File: src/rtl/bus_hub_pkg.sv
// Shared types and constants for the N-port pipelined bus hub.
package bus_hub_pkg;

    typedef enum logic [1:0] {
        IDLE = 2'd0,
        WAIT = 2'd1,
        ERR  = 2'd2
    } state_t;

    // No device selected: all-ones, truncated to the select width at the use site.
    // The select width always leaves this code above the largest device index.
    localparam logic [31:0] SEL_NONE = '1;

    localparam logic [31:0] ERR_DATA_DEFAULT = 32'hDEADBEEF;

    // Widest device_active vector the multihit check accepts.
    localparam int unsigned MAX_DEV = 64;

    // Number of set bits in a device_active vector.
    function automatic int unsigned onehot_count(input logic [MAX_DEV-1:0] v);
        onehot_count = 0;
        for (int i = 0; i < int'(MAX_DEV); i++) begin
            if (v[i]) onehot_count++;
        end
    endfunction

endpackage

File: src/rtl/bus_prio_enc.sv
// Highest-set-bit priority encoder with a valid flag.
module bus_prio_enc #(
    parameter int unsigned N     = 4,
    parameter int unsigned IDX_W = 3
) (
    input  logic [N-1:0]     req,
    output logic [IDX_W-1:0] idx,
    output logic             valid
);

    // Later iterations override earlier ones, so the highest set index wins.
    always_comb begin
        idx   = '0;
        valid = 1'b0;
        for (int i = 0; i < int'(N); i++) begin
            if (req[i]) begin
                idx   = IDX_W'(i);
                valid = 1'b1;
            end
        end
    end

endmodule

File: src/rtl/bus_hub_n_pl.sv
// N-port pipelined bus hub: one host to N_DEV self-decoding devices, with
// stall timeout and error completion for unmapped/timed-out accesses.
// Optional macro BUS_HUB_MULTIHIT_ERR_EN: multi-hit requests complete with an error.
module bus_hub_n_pl
    import bus_hub_pkg::*;
#(
    parameter int unsigned       N_DEV          = 4,
    parameter int unsigned       ADDR_W         = 32,
    parameter int unsigned       DATA_W         = 32,
    parameter int unsigned       TIMEOUT_CYCLES = 255,
    parameter logic [DATA_W-1:0] ERR_DATA       = DATA_W'(ERR_DATA_DEFAULT)
) (
    input  logic                       clk,
    input  logic                       rst_n,
    input  logic [ADDR_W-1:0]          host_address,
    input  logic [DATA_W-1:0]          host_data_write,
    input  logic [DATA_W/8-1:0]        host_write_mask,
    input  logic                       host_ren,
    input  logic                       host_wen,
    output logic [DATA_W-1:0]          host_data_read,
    output logic                       host_ready,
    output logic                       host_error,
    output logic [N_DEV*ADDR_W-1:0]    device_address,
    output logic [N_DEV*DATA_W-1:0]    device_data_write,
    output logic [N_DEV*DATA_W/8-1:0]  device_write_mask,
    output logic [N_DEV-1:0]           device_ren,
    output logic [N_DEV-1:0]           device_wen,
    input  logic [N_DEV-1:0]           device_ready,
    input  logic [N_DEV*DATA_W-1:0]    device_data_read,
    input  logic [N_DEV-1:0]           device_active
);

    localparam int unsigned SEL_W = $clog2(N_DEV + 1);
    localparam int unsigned CNT_W = (TIMEOUT_CYCLES == 0) ? 1 : $clog2(TIMEOUT_CYCLES + 1);
    localparam logic [SEL_W-1:0] SEL_NONE_W = SEL_W'(SEL_NONE);
    localparam logic [CNT_W-1:0] CNT_MAX    = '1;
    localparam logic [CNT_W-1:0] CNT_LAST   = CNT_W'((TIMEOUT_CYCLES == 0) ? 0 : TIMEOUT_CYCLES - 1);

    state_t           state_q, state_d;
    logic [CNT_W-1:0] cnt_q, cnt_d;
    logic [SEL_W-1:0] sel_q, sel_d;
    logic [SEL_W-1:0] resp_sel_q, resp_sel_d;
    logic [SEL_W-1:0] sel_now;
    logic [SEL_W-1:0] strobe_idx;
    logic             strobe_en;
    logic             hit_valid;
    logic             multihit;
    logic             rdy_now;
    logic             rdy_held;
    logic             req;
    logic [DATA_W-1:0] rd_data;

    assign req = host_ren | host_wen;

    assign device_address    = {N_DEV{host_address}};
    assign device_data_write = {N_DEV{host_data_write}};
    assign device_write_mask = {N_DEV{host_write_mask}};

    bus_prio_enc #(
        .N     (N_DEV),
        .IDX_W (SEL_W)
    ) u_prio_enc (
        .req   (device_active),
        .idx   (sel_now),
        .valid (hit_valid)
    );

`ifdef BUS_HUB_MULTIHIT_ERR_EN
    assign multihit = onehot_count(MAX_DEV'(device_active)) > 1;
`else
    assign multihit = 1'b0;
`endif

    // Ready and read-data muxes; an index of SEL_NONE matches no device.
    always_comb begin
        rdy_now  = 1'b0;
        rdy_held = 1'b0;
        rd_data  = '0;
        for (int i = 0; i < int'(N_DEV); i++) begin
            if (sel_now == SEL_W'(i))    rdy_now  = device_ready[i];
            if (sel_q == SEL_W'(i))      rdy_held = device_ready[i];
            if (resp_sel_q == SEL_W'(i)) rd_data  = device_data_read[i*DATA_W +: DATA_W];
        end
    end

    assign host_data_read = (state_q == ERR) ? ERR_DATA : rd_data;

    // State, stall counter and select registers.
    always_ff @(posedge clk) begin
        if (!rst_n) begin
            state_q    <= IDLE;
            cnt_q      <= '0;
            sel_q      <= '0;
            resp_sel_q <= SEL_NONE_W;
        end else begin
            state_q    <= state_d;
            cnt_q      <= cnt_d;
            sel_q      <= sel_d;
            resp_sel_q <= resp_sel_d;
        end
    end

    // Next-state, handshake and strobe selection.
    always_comb begin
        state_d    = state_q;
        cnt_d      = cnt_q;
        sel_d      = sel_q;
        strobe_en  = 1'b0;
        strobe_idx = sel_q;
        host_ready = 1'b1;
        host_error = 1'b0;
        case (state_q)
            IDLE: begin
                if (req) begin
                    if (!hit_valid || multihit) begin
                        host_ready = 1'b0;
                        state_d    = ERR;
                    end else begin
                        strobe_en  = 1'b1;
                        strobe_idx = sel_now;
                        host_ready = rdy_now;
                        if (!rdy_now) begin
                            sel_d   = sel_now;
                            cnt_d   = CNT_W'(1);
                            state_d = (TIMEOUT_CYCLES == 1) ? ERR : WAIT;
                        end
                    end
                end
            end
            WAIT: begin
                if (!req) begin
                    state_d = IDLE;
                    cnt_d   = '0;
                end else begin
                    strobe_en  = 1'b1;
                    host_ready = rdy_held;
                    if (rdy_held) begin
                        state_d = IDLE;
                        cnt_d   = '0;
                    end else if (TIMEOUT_CYCLES != 0 && cnt_q >= CNT_LAST) begin
                        // cnt_q stalled cycles so far plus this one reach the limit.
                        state_d = ERR;
                        cnt_d   = '0;
                    end else if (cnt_q != CNT_MAX) begin
                        cnt_d = cnt_q + CNT_W'(1);
                    end
                end
            end
            ERR: begin
                host_error = 1'b1;
                state_d    = IDLE;
            end
            default: begin
                state_d = IDLE;
            end
        endcase
        resp_sel_d = strobe_en ? strobe_idx : SEL_NONE_W;
    end

    // Per-device strobes follow the host strobes only for the selected device.
    always_comb begin
        device_ren = '0;
        device_wen = '0;
        for (int i = 0; i < int'(N_DEV); i++) begin
            if (strobe_en && strobe_idx == SEL_W'(i)) begin
                device_ren[i] = host_ren;
                device_wen[i] = host_wen;
            end
        end
    end

endmodule

File: config.mk
export PLATFORM = sky130hd
export DESIGN_NAME = bus_hub_n_pl
export DESIGN_NICKNAME = d
export VERILOG_FILES = /design/src/rtl/bus_hub_pkg.sv /design/src/rtl/bus_prio_enc.sv /design/src/rtl/bus_hub_n_pl.sv
export SDC_FILE = /design/constraint.sdc
export NUM_CORES = 1
export LEC_CHECK = 0
export CAP_MARGIN = 0
export CORE_AREA = 2 2 200 202
export CTS_CLUSTER_SIZE = 40
export DETAILED_ROUTE_END_ITERATION = 16
export DIE_AREA = 0 0 202 204
export GPL_TIMING_DRIVEN = 1
export PLACE_DENSITY_LB_ADDON = 0.12
export SETUP_SLACK_MARGIN = 0.15
export SYNTH_ARGS = -nofsm -noshare
export SYNTH_HDL_FRONTEND = slang
export SYNTH_SLANG_ARGS = --single-unit
File: constraint.sdc
create_clock -name clk -period 1.8 [get_ports clk]
set_clock_uncertainty 0.15 [all_clocks]
set_input_delay 0.27 -clock clk [delete_from_list [all_inputs] [get_ports clk]]
set_output_delay 0.27 -clock clk [all_outputs]
set_load 0.02 [all_outputs]
==> results_dict.tcl, run 1 <==
set metrics [dict create \
    total_power_w 0.00274 \
    clock_latency_ns 0.25 \
    crit_type "register to primary output" \
    seq_area_frac_synth_pct 7.38 \
    r2r_cells 7 \
    place_inst 1047 \
    yosys_warnings 0 \
    p_int_w 0.00171 \
    grt_pass1_vias 3667 \
    clock-sinks 15 \
    synthCells 575 \
    hp-class "input pin to register" \
    grt_overflow_total 0 \
    finalNonFillerCells 1076 \
    setup_violations 48 \
    vias 3441 \
    antenna_cells 0 \
    finalWeightedCongestion 0.734 \
    syn_to_final_growth_pct 54.1 \
    synthDistinctLibCells 46 \
    synth.net_count 785 \
    min_to "sel_q[1]" \
    synth.cell_area_um2 4070 \
    cts_root_buffer "clkbuf_16" \
    switching_power_w 0.00104 \
    die_x_um 202 \
    fillers 4434 \
    whs_path_depth 4 \
    r2r_slack_ns -0.18 \
    startpoint_type "register" \
    die_h_um 204 \
    period_needed_ns 2.09 \
    ios 522 \
    vdd_ir_drop_max_mv 0.244 \
    coreArea_um2 39200 \
    numCtsBuffers 3 \
    place_hpwl_mm 13.0 \
    cap_violations 0 \
    tightest_slew_ns 0.309 \
    synth-edff-count 0 \
    switching_share_pct 37.8 \
    cp_data_required_time_ns 1.38 \
    drive_gt1_share_pct 51.2 \
    seqPwrFrac_pct 13.6 \
    async_reset_ff_share_pct 0 \
    end_kind "primary output" \
    antenna_found_initial 0 \
    final.setup.worst_slack_ns -0.287 \
    grt_pass1_wl_mm 23.8 \
    synth_flop_cell "dfxtp_1" \
    place_ws_ns -0.881 \
    fin_crit_sh_pct 116 \
    finalHoldViolations 0 \
    min-delay-start "device_active[2]" \
    ctsHoldBuffers 0 \
    synth-seq-cells 15 \
    slew_headroom_pct 79.3 \
    leakagePower_nw 2.37 \
    drtIter0Drc 88 \
    r2r_start "sel_q[1]" \
    start_util_pct 10.4 \
    cts_tree "built" \
    htreeDepth 1 \
    grt_max_degree 25 \
    drtPass1Iterations 4 \
    comb_power_share_pct 69.9 \
    multiInputGateArea_um2 2350 \
    drc_errors 0 \
    ant_nets 0 \
    drt-total-wl_mm 16.8 \
    arrival_ns 1.67 \
    clkPwrFrac_pct 16.4 \
    slew_viol_final 0 \
    utilization_pct 16.0 \
    dieArea_um2 41200 \
    p_per_area_nw_per_um2 437 \
    nets 762 \
    routedWlPerCell_um 15.7 \
    postSynthAreaPerCell_um2 7.08 \
    io_buffers 181 \
    outcome "finished, violations left" \
    via_per_inst 3.20 \
    cts_buffer_depth 2 \
    track_usage_pct 7.54 \
    path_max_fanout 5 \
    hold_ws_ns 0.330 \
    register_area_um2 315 \
    clk_pin_slew_worst_paths_ns 0.05 \
    rsz0062_at_grt "yes" \
    failed_checks "negative setup slack" \
    max_freq_ghz 0.479 \
    rows 73 \
    reg2reg_to "cnt_q[3]" \
]
-- layout by cell type, fill, tap and decap left out, types with 14 or more instances in the layout --
master           Yosys  routed
a21oi_1             53      29
a21oi_2              0      15
buf_12               0      16
buf_4              272      58
buf_6                1      49
clkdlybuf4s50_1      0     129
mux2i_1             27      21
nor2_1              50      25
nor2_2               0      14
o21ai_2              0      25
-- timing repair --
action / in CTS / in global routing
setup endpoints to repair: 57 / 53
pin swaps: 54 / 29
buffers inserted: 15 / 4
resized for setup: 366 / 52
cloned: 4 / 2
-- how the worst max path moves through the flow --
stage,startpoint,to,slack (ns),cells after the start
floorplan,cnt_q[0],cnt_q[3],0.06,7
global placement,device_active[2],device_ren[1],-0.88,7
detailed placement,device_active[2],device_ren[3],-0.88,6
CTS,resp_sel_q[1],host_data_read[13],-0.34,8
global route,resp_sel_q[1],host_data_read[2],-0.36,8
finish,resp_sel_q[1],host_data_read[9],-0.29,9
-- critical path, cell delays in order, from the launching register on --
cell and delay (ns):
dfxtp_4 0.35, buf_12 0.14, buf_12 0.13, nor2b_4 0.14, buf_6 0.14, buf_16 0.11, buf_6 0.09, a21oi_4 0.04
o21ai_2 0.13, buf_6 0.13
-- cell type report --
type | count | area share, %
Inverter | 5 | 0.299
Clock buffer | 4 | 1.26
Tap cell | 525 | 10.5
Sequential cell | 15 | 5.03
Multi-Input combinational cell | 259 | 37.5
Timing Repair Buffer | 268 | 45.5
-- power groups by stage --
stage	logic, W	clock network [W]	registers [W]
final	0.00192	0.000450	0.000374
after global routing	0.00205	0.000483	0.000379
after CTS	0.00184	0.000465	0.000375
after detailed placement	0.00155	0	0.000382
after global placement	0.00156	0	0.000382
after floorplan	0.00158	0	0.000372
-- Yosys cell counts (2+ instances only) --
cell | n | area (um2)
o211ai_1 | 3 | 22.5
buf_4 | 272 | 2040
clkbuf_1 | 16 | 60.1
nor3b_1 | 2 | 15.0
nand4_1 | 4 | 25.0
ha_1 | 2 | 25.0
nor2b_1 | 6 | 37.5
dfxtp_1 | 15 | 300
and3_1 | 2 | 12.5
o21ai_0 | 34 | 170
nand3_1 | 10 | 50.1
or2_2 | 3 | 18.8
buf_2 | 4 | 20.0
or4_1 | 2 | 15.0
nor2_1 | 50 | 188
o22ai_1 | 8 | 50.1
nand2_1 | 13 | 48.8
o21bai_1 | 2 | 15.0
inv_1 | 5 | 18.8
mux2_2 | 10 | 113
buf_1 | 3 | 11.3
nor3_1 | 6 | 30.0
mux2i_1 | 27 | 270
a31oi_1 | 2 | 12.5
a21oi_1 | 53 | 265
-- cells by family after synthesis --
group / after synthesis / synth area share [%]
compound gates: 116 / 17.1
fa+ha+maj: 2 / 0.615
buf+inv: 301 / 53.2
flops: 15 / 7.38
mux: 37 / 9.41
simple gates: 104 / 12.3
-- per-stage QoR --
step           cell area [um2]  TNS [ns]
2_1_floorplan             4330         0
4_1_cts                   5950    -10.99
3_3_place_gp              5200    -27.45
5_1_grt                   6270    -13.58
3_5_place_dp              5200    -27.33
6_report                  6270    -10.06
-- sequential cells by signal (all words and copies together) (netlist names) --
name	flops
cnt_q	8
state_q	2
sel_q	2
resp_sel_q	3
-- per-layer routing --
layer | up-vias | part of all wire (%) | track usage [%]
met4 | 0 | 0.84 | 1.44
met1 | 1562 | 43 | 9.57
met5 | - | 0 | 0
met2 | 248 | 44 | 11.0
li1 | 1617 | - | -
met3 | 14 | 13 | 4.34
Power figures use the tool's default switching activity.
==> run 2, diff against run 1 <==
--- a/config.mk
+++ b/config.mk
@@ -11,6 +11,7 @@
 export DETAILED_ROUTE_END_ITERATION = 16
 export DIE_AREA = 0 0 202 204
 export GPL_TIMING_DRIVEN = 1
+export MAX_ROUTING_LAYER = met4
 export PLACE_DENSITY_LB_ADDON = 0.12
 export SETUP_SLACK_MARGIN = 0.15
 export SYNTH_ARGS = -nofsm -noshare
==> run 2 against run 1 <==
Compared with the run above:
- the flow still finishes with violations (negative setup slack)
- power increased by 0.34%
- final cell count about the same
- die area unchanged
- fmax grew 0.11%
- first-iteration DRC count down 1.1%
- register-to-register slack about the same
- highest routed layer unchanged
==> results_dict.tcl, run 2 (synthesis gave the netlist of run 1 again) <==
set metrics [dict create \
    max_freq_ghz 0.480 \
    routedWlPerCell_um 15.6 \
    place_hpwl_mm 13.0 \
    final_common_cell "clkdlybuf4s50_1" \
    slew_headroom_pct 79.3 \
    final.setup.worst_slack_ns -0.285 \
    gr-usage-met2_pct 11.1 \
    drive_gt1_share_pct 51.3 \
    htreeDepth 1 \
    vdd_ir_drop_max_mv 0.244 \
    slew_viol_final 0 \
    rows 73 \
    end_kind "primary output" \
    grtUsageMet1_pct 9.55 \
    antenna_cells 0 \
    min-delay-start "device_active[2]" \
    cts_tree "built" \
    vias 3458 \
    setup_violations 48 \
    grt_max_degree 25 \
    whs_path_depth 4 \
    period_needed_ns 2.09 \
    drtPass1Iterations 4 \
    finalNonFillerCells 1077 \
    largest_reg_flops 8 \
    io_buffers 181 \
    grt_pass1_vias 3675 \
    coreArea_um2 39200 \
    cts_root_buffer "clkbuf_16" \
    r2r_slack_ns -0.18 \
    top_regs "cnt_q x8, resp_sel_q x3" \
    cp_data_required_time_ns 1.38 \
    via_per_inst 3.21 \
    startpoint_type "register" \
    start_util_pct 10.4 \
    dieArea_um2 41200 \
    finalWeightedCongestion 0.744 \
    total_power_w 0.00275 \
    nets 763 \
    use_met3_pct 4.29 \
    place_inst 1047 \
    path_max_fanout 5 \
    min_to "sel_q[1]" \
    busiest_layer "met2" \
    ant_nets 0 \
    drtIter0Drc 87 \
    failed_checks "negative setup slack" \
    antenna_found_initial 0 \
    tightest_slew_ns 0.309 \
    leakagePower_nw 2.37 \
    arrival_ns 1.67 \
    track_usage_pct 7.76 \
    cts_buffer_depth 2 \
    cap_violations 0 \
    p_per_area_nw_per_um2 437 \
    hp-class "input pin to register" \
    final_cell_mix "clkdlybuf4s50_1 (129), buf_4 (58), buf_6 (50), a21oi_1 (29)" \
    clock-sinks 15 \
    rsz0062_at_grt "yes" \
    top_register "cnt_q" \
    clk_pin_slew_worst_paths_ns 0.05 \
    outcome "finished, violations left" \
    die_h_um 204 \
    ctsHoldBuffers 0 \
    syn_to_final_growth_pct 54.5 \
    clock_latency_ns 0.25 \
    drt-total-wl_mm 16.8 \
    r2r_start "sel_q[1]" \
    die_x_um 202 \
    crit_type "register to primary output" \
    drc_errors 0 \
    grt_overflow_total 0 \
    r2r_cells 7 \
    reg2reg_to "cnt_q[0]" \
    fin_crit_sh_pct 116 \
    grt_pass1_wl_mm 23.7 \
    ios 522 \
    finalHoldViolations 0 \
    numCtsBuffers 3 \
]
[run 2: worst max path at each step]
| stage | slack, ns | cells after the start | start | to |
|---|---|---|---|---|
| floorplan | 0.06 | 7 | cnt_q[0] | cnt_q[3] |
| global route | -0.36 | 8 | resp_sel_q[1] | host_data_read[2] |
| global placement | -0.88 | 7 | device_active[2] | device_ren[1] |
| finish | -0.29 | 9 | resp_sel_q[1] | host_data_read[9] |
| detailed placement | -0.88 | 6 | device_active[2] | device_ren[3] |
| CTS | -0.34 | 8 | resp_sel_q[1] | host_data_read[13] |
[run 2: area by class of cell]
type,count,area (um2)
flip-flops and latches,15,315
repair buffers,269,2860
multi-input cells,259,2350
fillers,4434,32900
clock buffers,4,78.8
inverters,5,18.8
well taps,525,657
[run 2: critical path, cell delays in order (launching register included)]
cell     delay, ns
dfxtp_4       0.35
buf_12        0.14
buf_12        0.13
nor2b_4       0.14
buf_6         0.14
buf_16        0.11
buf_6         0.09
a21oi_4       0.04
o21ai_2       0.13
buf_6         0.13
[run 2: metrics by stage]
| stage | setup WS [ns] | instance area, um2 | hold WS (ns) | TNS [ns] | utilization [%] |
|---|---|---|---|---|---|
| CTS | -0.335 | 5950 | 0.377 | -10.99 | 15.2 |
| global placement | -0.881 | 5200 | 0.360 | -27.45 | 13.3 |
| detailed placement | -0.881 | 5200 | 0.361 | -27.33 | 13.3 |
| global route | -0.362 | 6290 | 0.380 | -13.56 | 16.0 |
| finish | -0.285 | 6290 | 0.329 | -10.04 | 16.0 |
| floorplan | 0.0583 | 4330 | 0.225 | 0 | - |
[run 2: repair_timing]
| action | in CTS | in global routing |
|---|---|---|
| gates cloned | 4 | 2 |
| buffers inserted | 15 | 5 |
| setup endpoints to repair | 57 | 53 |
| resized for setup | 366 | 54 |
| pin swaps | 54 | 29 |
[run 2: layer usage]
layer  share of wire, %  vias up
met5                  0        -
li1                   -     1623
met4               0.84        0
met2                 44      246
met1                 43     1575
met3                 13       14
[run 2: power breakdown]
group	leakage [nW]	internal, W	switching (W)
combinational	2.21	0.00106	0.000865
clock	0.0382	0.000301	0.000150
sequential	0.125	0.000349	0.0000247
